$ cat src/rtl/mips_regfile_np.sv
// Parametrised MIPS register file: byte-enabled write port, two combinational read ports and a
// hardware clear sweep. Define REGFILE_BYPASS_EN to forward an accepted write onto the read ports.
module mips_regfile_np #(
  parameter int unsigned DATA_W = 32,
  parameter int unsigned ADDR_W = 5
) (
  input  logic                Clk,
  input  logic                Reset_n,
  input  logic [ADDR_W-1:0]   R_Addr_A,
  input  logic [ADDR_W-1:0]   R_Addr_B,
  output logic [DATA_W-1:0]   R_Data_A,
  output logic [DATA_W-1:0]   R_Data_B,
  input  logic [ADDR_W-1:0]   W_Addr,
  input  logic [DATA_W-1:0]   W_Data,
  input  logic [DATA_W/8-1:0] W_Byte_En,
  input  logic                Write_Reg,
  input  logic                Clr_Req,
  output logic                Busy,
  output logic                Write_Reject
);

  localparam int unsigned Depth  = 2 ** ADDR_W;
  localparam int unsigned NBytes = DATA_W / 8;

  typedef enum logic [0:0] {StIdle, StSweep} state_e;

  state_e              state_q;
  logic [ADDR_W-1:0]   ptr_q;
  logic                busy_q;
  logic                reject_q;
  logic [DATA_W-1:0]   mem_q [Depth];

  logic                wr_accept;
  logic                wr_refuse;
  logic [DATA_W-1:0]   wr_merged;
  logic                arr_we;
  logic [ADDR_W-1:0]   arr_addr;
  logic [DATA_W-1:0]   arr_data;

  // Address-0 writes are discarded silently, so they are neither accepted nor refused.
  always_comb begin
    wr_accept = Write_Reg && (state_q == StIdle) && !Clr_Req && (W_Addr != '0);
    wr_refuse = Write_Reg && (W_Addr != '0) && ((state_q == StSweep) || Clr_Req);
  end

  always_comb begin
    wr_merged = mem_q[W_Addr];
    for (int k = 0; k < NBytes; k++) begin
      if (W_Byte_En[k]) begin
        wr_merged[8*k +: 8] = W_Data[8*k +: 8];
      end
    end
  end

  always_comb begin
    arr_we   = 1'b0;
    arr_addr = W_Addr;
    arr_data = wr_merged;
    if (Reset_n) begin
      if (state_q == StSweep) begin
        arr_we   = 1'b1;
        arr_addr = ptr_q;
        arr_data = '0;
      end else if (wr_accept) begin
        arr_we = 1'b1;
      end
    end
  end

  // Storage has no reset; the sweep is what zeroes it.
  always_ff @(posedge Clk) begin
    if (arr_we) begin
      mem_q[arr_addr] <= arr_data;
    end
  end

  always_ff @(posedge Clk or negedge Reset_n) begin
    if (!Reset_n) begin
      state_q  <= StSweep;
      ptr_q    <= ADDR_W'(1);
      busy_q   <= 1'b1;
      reject_q <= 1'b0;
    end else begin
      reject_q <= wr_refuse;
      unique case (state_q)
        StIdle: begin
          if (Clr_Req) begin
            state_q <= StSweep;
            ptr_q   <= ADDR_W'(1);
            busy_q  <= 1'b1;
          end
        end
        StSweep: begin
          if (ptr_q == {ADDR_W{1'b1}}) begin
            state_q <= StIdle;
            ptr_q   <= ADDR_W'(1);
            busy_q  <= 1'b0;
          end else begin
            ptr_q <= ptr_q + ADDR_W'(1);
          end
        end
        default: begin
          state_q <= StSweep;
          ptr_q   <= ADDR_W'(1);
          busy_q  <= 1'b1;
        end
      endcase
    end
  end

  function automatic logic [DATA_W-1:0] read_port(input logic [ADDR_W-1:0] raddr);
    logic [DATA_W-1:0] val;
    if (busy_q || (raddr == '0)) begin
      val = '0;
    end else begin
      val = mem_q[raddr];
`ifdef REGFILE_BYPASS_EN
      if (wr_accept && (W_Addr == raddr)) begin
        val = wr_merged;
      end
`endif
    end
    return val;
  endfunction

  always_comb begin
    R_Data_A = read_port(R_Addr_A);
    R_Data_B = read_port(R_Addr_B);
  end

  assign Busy         = busy_q;
  assign Write_Reject = reject_q;

endmodule

$ cat config.mk
export PLATFORM = sky130hd
export DESIGN_NAME = mips_regfile_np
export DESIGN_NICKNAME = d
export VERILOG_FILES = /design/src/rtl/mips_regfile_np.sv
export SDC_FILE = /design/constraint.sdc
export NUM_CORES = 2
export LEC_CHECK = 0
export BUFFER_PORTS_ARGS = -buffer_cell sky130_fd_sc_hd__clkbuf_2
export CAP_MARGIN = 20
export CORE_MARGIN = 4
export CORE_UTILIZATION = 45
export DETAILED_ROUTE_END_ITERATION = 7
export PLACE_DENSITY = 0.7
export SYNTH_ARGS = -nofsm -noshare
export SYNTH_HDL_FRONTEND = slang
export SYNTH_SLANG_ARGS = --single-unit
$ cat constraint.sdc
create_clock -name Clk -period 3 [get_ports Clk]
set_input_delay 0.15 -clock Clk [delete_from_list [all_inputs] [get_ports Clk]]
set_output_delay 0.15 -clock Clk [all_outputs]
set_load 0.02 [all_outputs]
==> impl_metrics.py <==
metrics = {
    "worst_setup_path": {
        "crit_buf_inv": 2,
        "reg2reg_depth": 7,
        "worst_ep_arrival_time_ps": 2880,
        "rr_endpoint": "mem_q[22][10]",
        "path_delay_family": "flip-flops",
        "cp_data_required_time_ps": 2850,
        "crit_slowest_cell": "dfstp_2",
        "cp-endpoint": "R_Data_A[12]",
        "crit_path_cell_trace": "or3b_2 > buf_6 > o22a_1 > o221ai_1 > clkbuf_2",
        "cp-start-kind": "flip-flop",
        "path_depth": 5,
        "startpoint": "Busy",
        "reg2reg_slack_ps": 250,
        "critPathCaptureType": "output port",
        "crit_path_max_fanout": 18,
        "cp_slowest_stage_delay_ps": 730,
        "rr_startpoint": "state_q",
        "critPathKind": "reg2out",
    },
    "global_routing": {
        "antenna_found_initial": 3,
        "grt_use_total": 0.293,
        "gr-total-overflow": 0,
        "grt_pass1_vias": 37823,
        "grt_max_degree": 62,
        "grt_pass1_wl_um": 278000,
    },
    "layout": {
        "drive_above_1_share": 0.410,
        "fin_util": 0.528,
        "final_cell_mix": "1024 x edfxtp_1, 640 x mux4_2, 418 x mux2i_1",
        "multiInputGateArea_sq_um": 25200,
        "regArea_sq_um": 31000,
        "area_delta_synth_final_pct": 15.9,
        "final_common_cell": "edfxtp_1",
        "final_nets": 3605,
        "fillers": 9839,
        "stdcell_area_sq_um": 66700,
    },
    "logic_synthesis": {
        "synth_top_family_by_area": "multiplexers",
        "synth_edf_count": 1024,
        "yosys.area_share.simple": 0.0229,
        "syn-instance-count": 3291,
        "syn_nets": 3348,
        "synthAdderAreaFrac": 0.000435,
        "synth_async_sr_flop_share": 0.00775,
        "ys_ff_latch": 1032,
        "synth_area_sq_um": 57500,
        "ys.flop_type": "edfxtp_1",
        "postSynthAreaPerCell_sq_um": 17.5,
        "synth_xor_xnor_area_share": 0.000305,
        "ys_seq_area_frac": 0.538,
        "synth-compound-area-share": 0.0568,
        "synth_cell_type_count": 48,
        "synth-warning-count": 0,
        "muxShareOfSynthArea": 0.349,
    },
    "die": {
        "ioPinCount": 121,
        "initial_core_util": 0.455,
        "core_sq_um": 126000,
        "die_area_sq_um": 134000,
        "core.rowCount": 130,
        "die_w_um": 365,
        "die_h_um": 365,
    },
    "routing": {
        "dr_wl_met2_um": 89500,
        "wl_per_cell_um": 37.0,
        "wl_met3_um": 25900,
        "drt.antenna.violating_nets": 0,
        "wl_met1_um": 67700,
        "vias": 38025,
        "routed_via_density": 7.19,
        "top_layer": "met5",
        "drc": 0,
        "dr.pass1.iters": 6,
        "drt_iter0_markers": 5895,
        "postRouteWirelength_um": 196000,
    },
    "sta": {
        "period_minus_slack_ps": 3030,
        "slew_headroom": 0.348,
        "maxSlewViolCount": 0,
        "setup_viol_count_final": 5,
        "finalClockSkew_ps": 20.8,
        "grt_setup_unrepaired": "false",
        "min_period_over_period": 1.01,
        "tightest_slew_ps": 974,
        "finalHoldViolCount": 0,
        "fin_hold_ws_ps": 47.4,
        "fmax_mhz": 330,
        "final.setup.tns_ps": -72.4,
        "fin_ws_ps": -26.0,
    },
    "placement": {
        "port_buffers": 120,
        "post_dp_cell_area_sq_um": 62700,
        "place_congestion": 0.937,
        "hpwl_um": 126000,
    },
    "pwr": {
        "vdd_drop_max_v": 0.000493,
        "p_leak_nw": 22.4,
        "power_density_nw_per_um2": 598,
    },
    "clocking": {
        "clk_path_buf_depth": 3,
        "clk_pin_slew_ps": 70,
        "post_cts_buffers": 0,
        "cts_tree": "built",
        "cts_root_buf": "clkbuf_16",
        "numCtsBuffers": 105,
        "clock_latency_ps": 720,
        "cts_sinks": 1032,
        "cts_max_level": 3,
    },
    "flow_run": {
        "maxCapViolations": 0,
    },
    "status": {
        "violations": "negative setup slack",
        "status": "complete, but fails checks",
    },
    "min_path": {
        "hold_path_class": "in2reg",
    },
}
==> cell usage after synthesis, types with 33 or more instances <==
| master | count | area, sq um |
|---|---|---|
| nand2_1 | 113 | 424 |
| nor2_1 | 76 | 285 |
| o22a_1 | 64 | 561 |
| o31ai_1 | 33 | 248 |
| mux2i_1 | 418 | 4180 |
| buf_6 | 34 | 383 |
| o21ai_0 | 40 | 200 |
| buf_2 | 134 | 671 |
| nor2b_1 | 36 | 225 |
| a31oi_1 | 33 | 206 |
| mux2_2 | 129 | 1450 |
| buf_4 | 41 | 308 |
| inv_1 | 36 | 135 |
| edfxtp_1 | 1024 | 30700 |
| clkbuf_1 | 78 | 293 |
| o221ai_1 | 64 | 561 |
| mux4_2 | 640 | 14400 |
| nand3_1 | 34 | 170 |
==> worst min path at each step <==
stage,from,end,depth (start not counted),slack (ps)
final,W_Data[9],mem_q[21][9],5,50
after global routing,W_Data[17],mem_q[18][17],5,40
after CTS,W_Data[11],mem_q[16][11],5,80
after detailed placement,Reset_n,Write_Reject,1,40
after global placement,Reset_n,Write_Reject,1,40
after floorplan,Reset_n,Write_Reject,0,-150
==> cells by family (layout without fill, tap and decap cells) <==
logic type	Yosys count	after routing
adders and majority gates	2	2
other	0	6
AOI/OAI and AO/OA	435	435
muxes	1187	1187
DFF	1032	1032
xor gates and xnor gates	2	2
buffers and inverters	343	687
and+or+nand+nor	290	290
==> where the power goes <==
| group | internal, W | switching (W) |
|---|---|---|
| Combinational | 0.00305 | 0.00499 |
| Clock | 0.00818 | 0.00583 |
| Sequential | 0.0174 | 0.000458 |
==> stage by stage <==
stage / worst slack [ps] / instances / total power [W]
3_3_place_gp: 63.1 / 5064 / 0.0256
4_1_cts: 2.91 / 5271 / 0.0397
6_report: -26.0 / 5291 / 0.0399
5_1_grt: 6.51 / 5288 / 0.0409
2_1_floorplan: -129 / 3291 / 0.0223
3_5_place_dp: 87.1 / 5073 / 0.0258
==> tightest hold or removal path, cell delays in order <==
cell	delay, ps
clkbuf_2	110
inv_1	70
nand2_1	50
nand3_1	90
a2bb2oi_2	90
==> per-layer routing <==
layer | track usage | vias up
met5 | 0.00980 | -
met2 | 0.453 | 3088
met1 | 0.378 | 19564
met3 | 0.0767 | 659
li1 | - | 14712
met4 | 0.161 | 2
==> state kept, by name, indices dropped and copies added, names as in the netlist <==
register and cells:
Write_Reject 1, Busy 1, mem_q 1024, state_q 1, ptr_q 5
==> cell type report <==
class / instances / share of cell area
Sequential cell: 1032 / 0.464
Multi-Input combinational cell: 1916 / 0.379
Timing Repair Buffer: 457 / 0.0688
Clock buffer: 118 / 0.0414
Tap cell: 1650 / 0.0310
Clock inverter: 76 / 0.0135
Inverter: 36 / 0.00203
Antenna cell: 6 / 0.000225
==> repair_timing <==
| item | CTS | global route |
|---|---|---|
| setup endpoints to repair | 33 | 2 |
| hold buffers | 4 | 0 |
| resized for setup | 13 | 2 |
| endpoints found under the hold margin | 16 | 0 |
(Power assumes the default switching activity.)
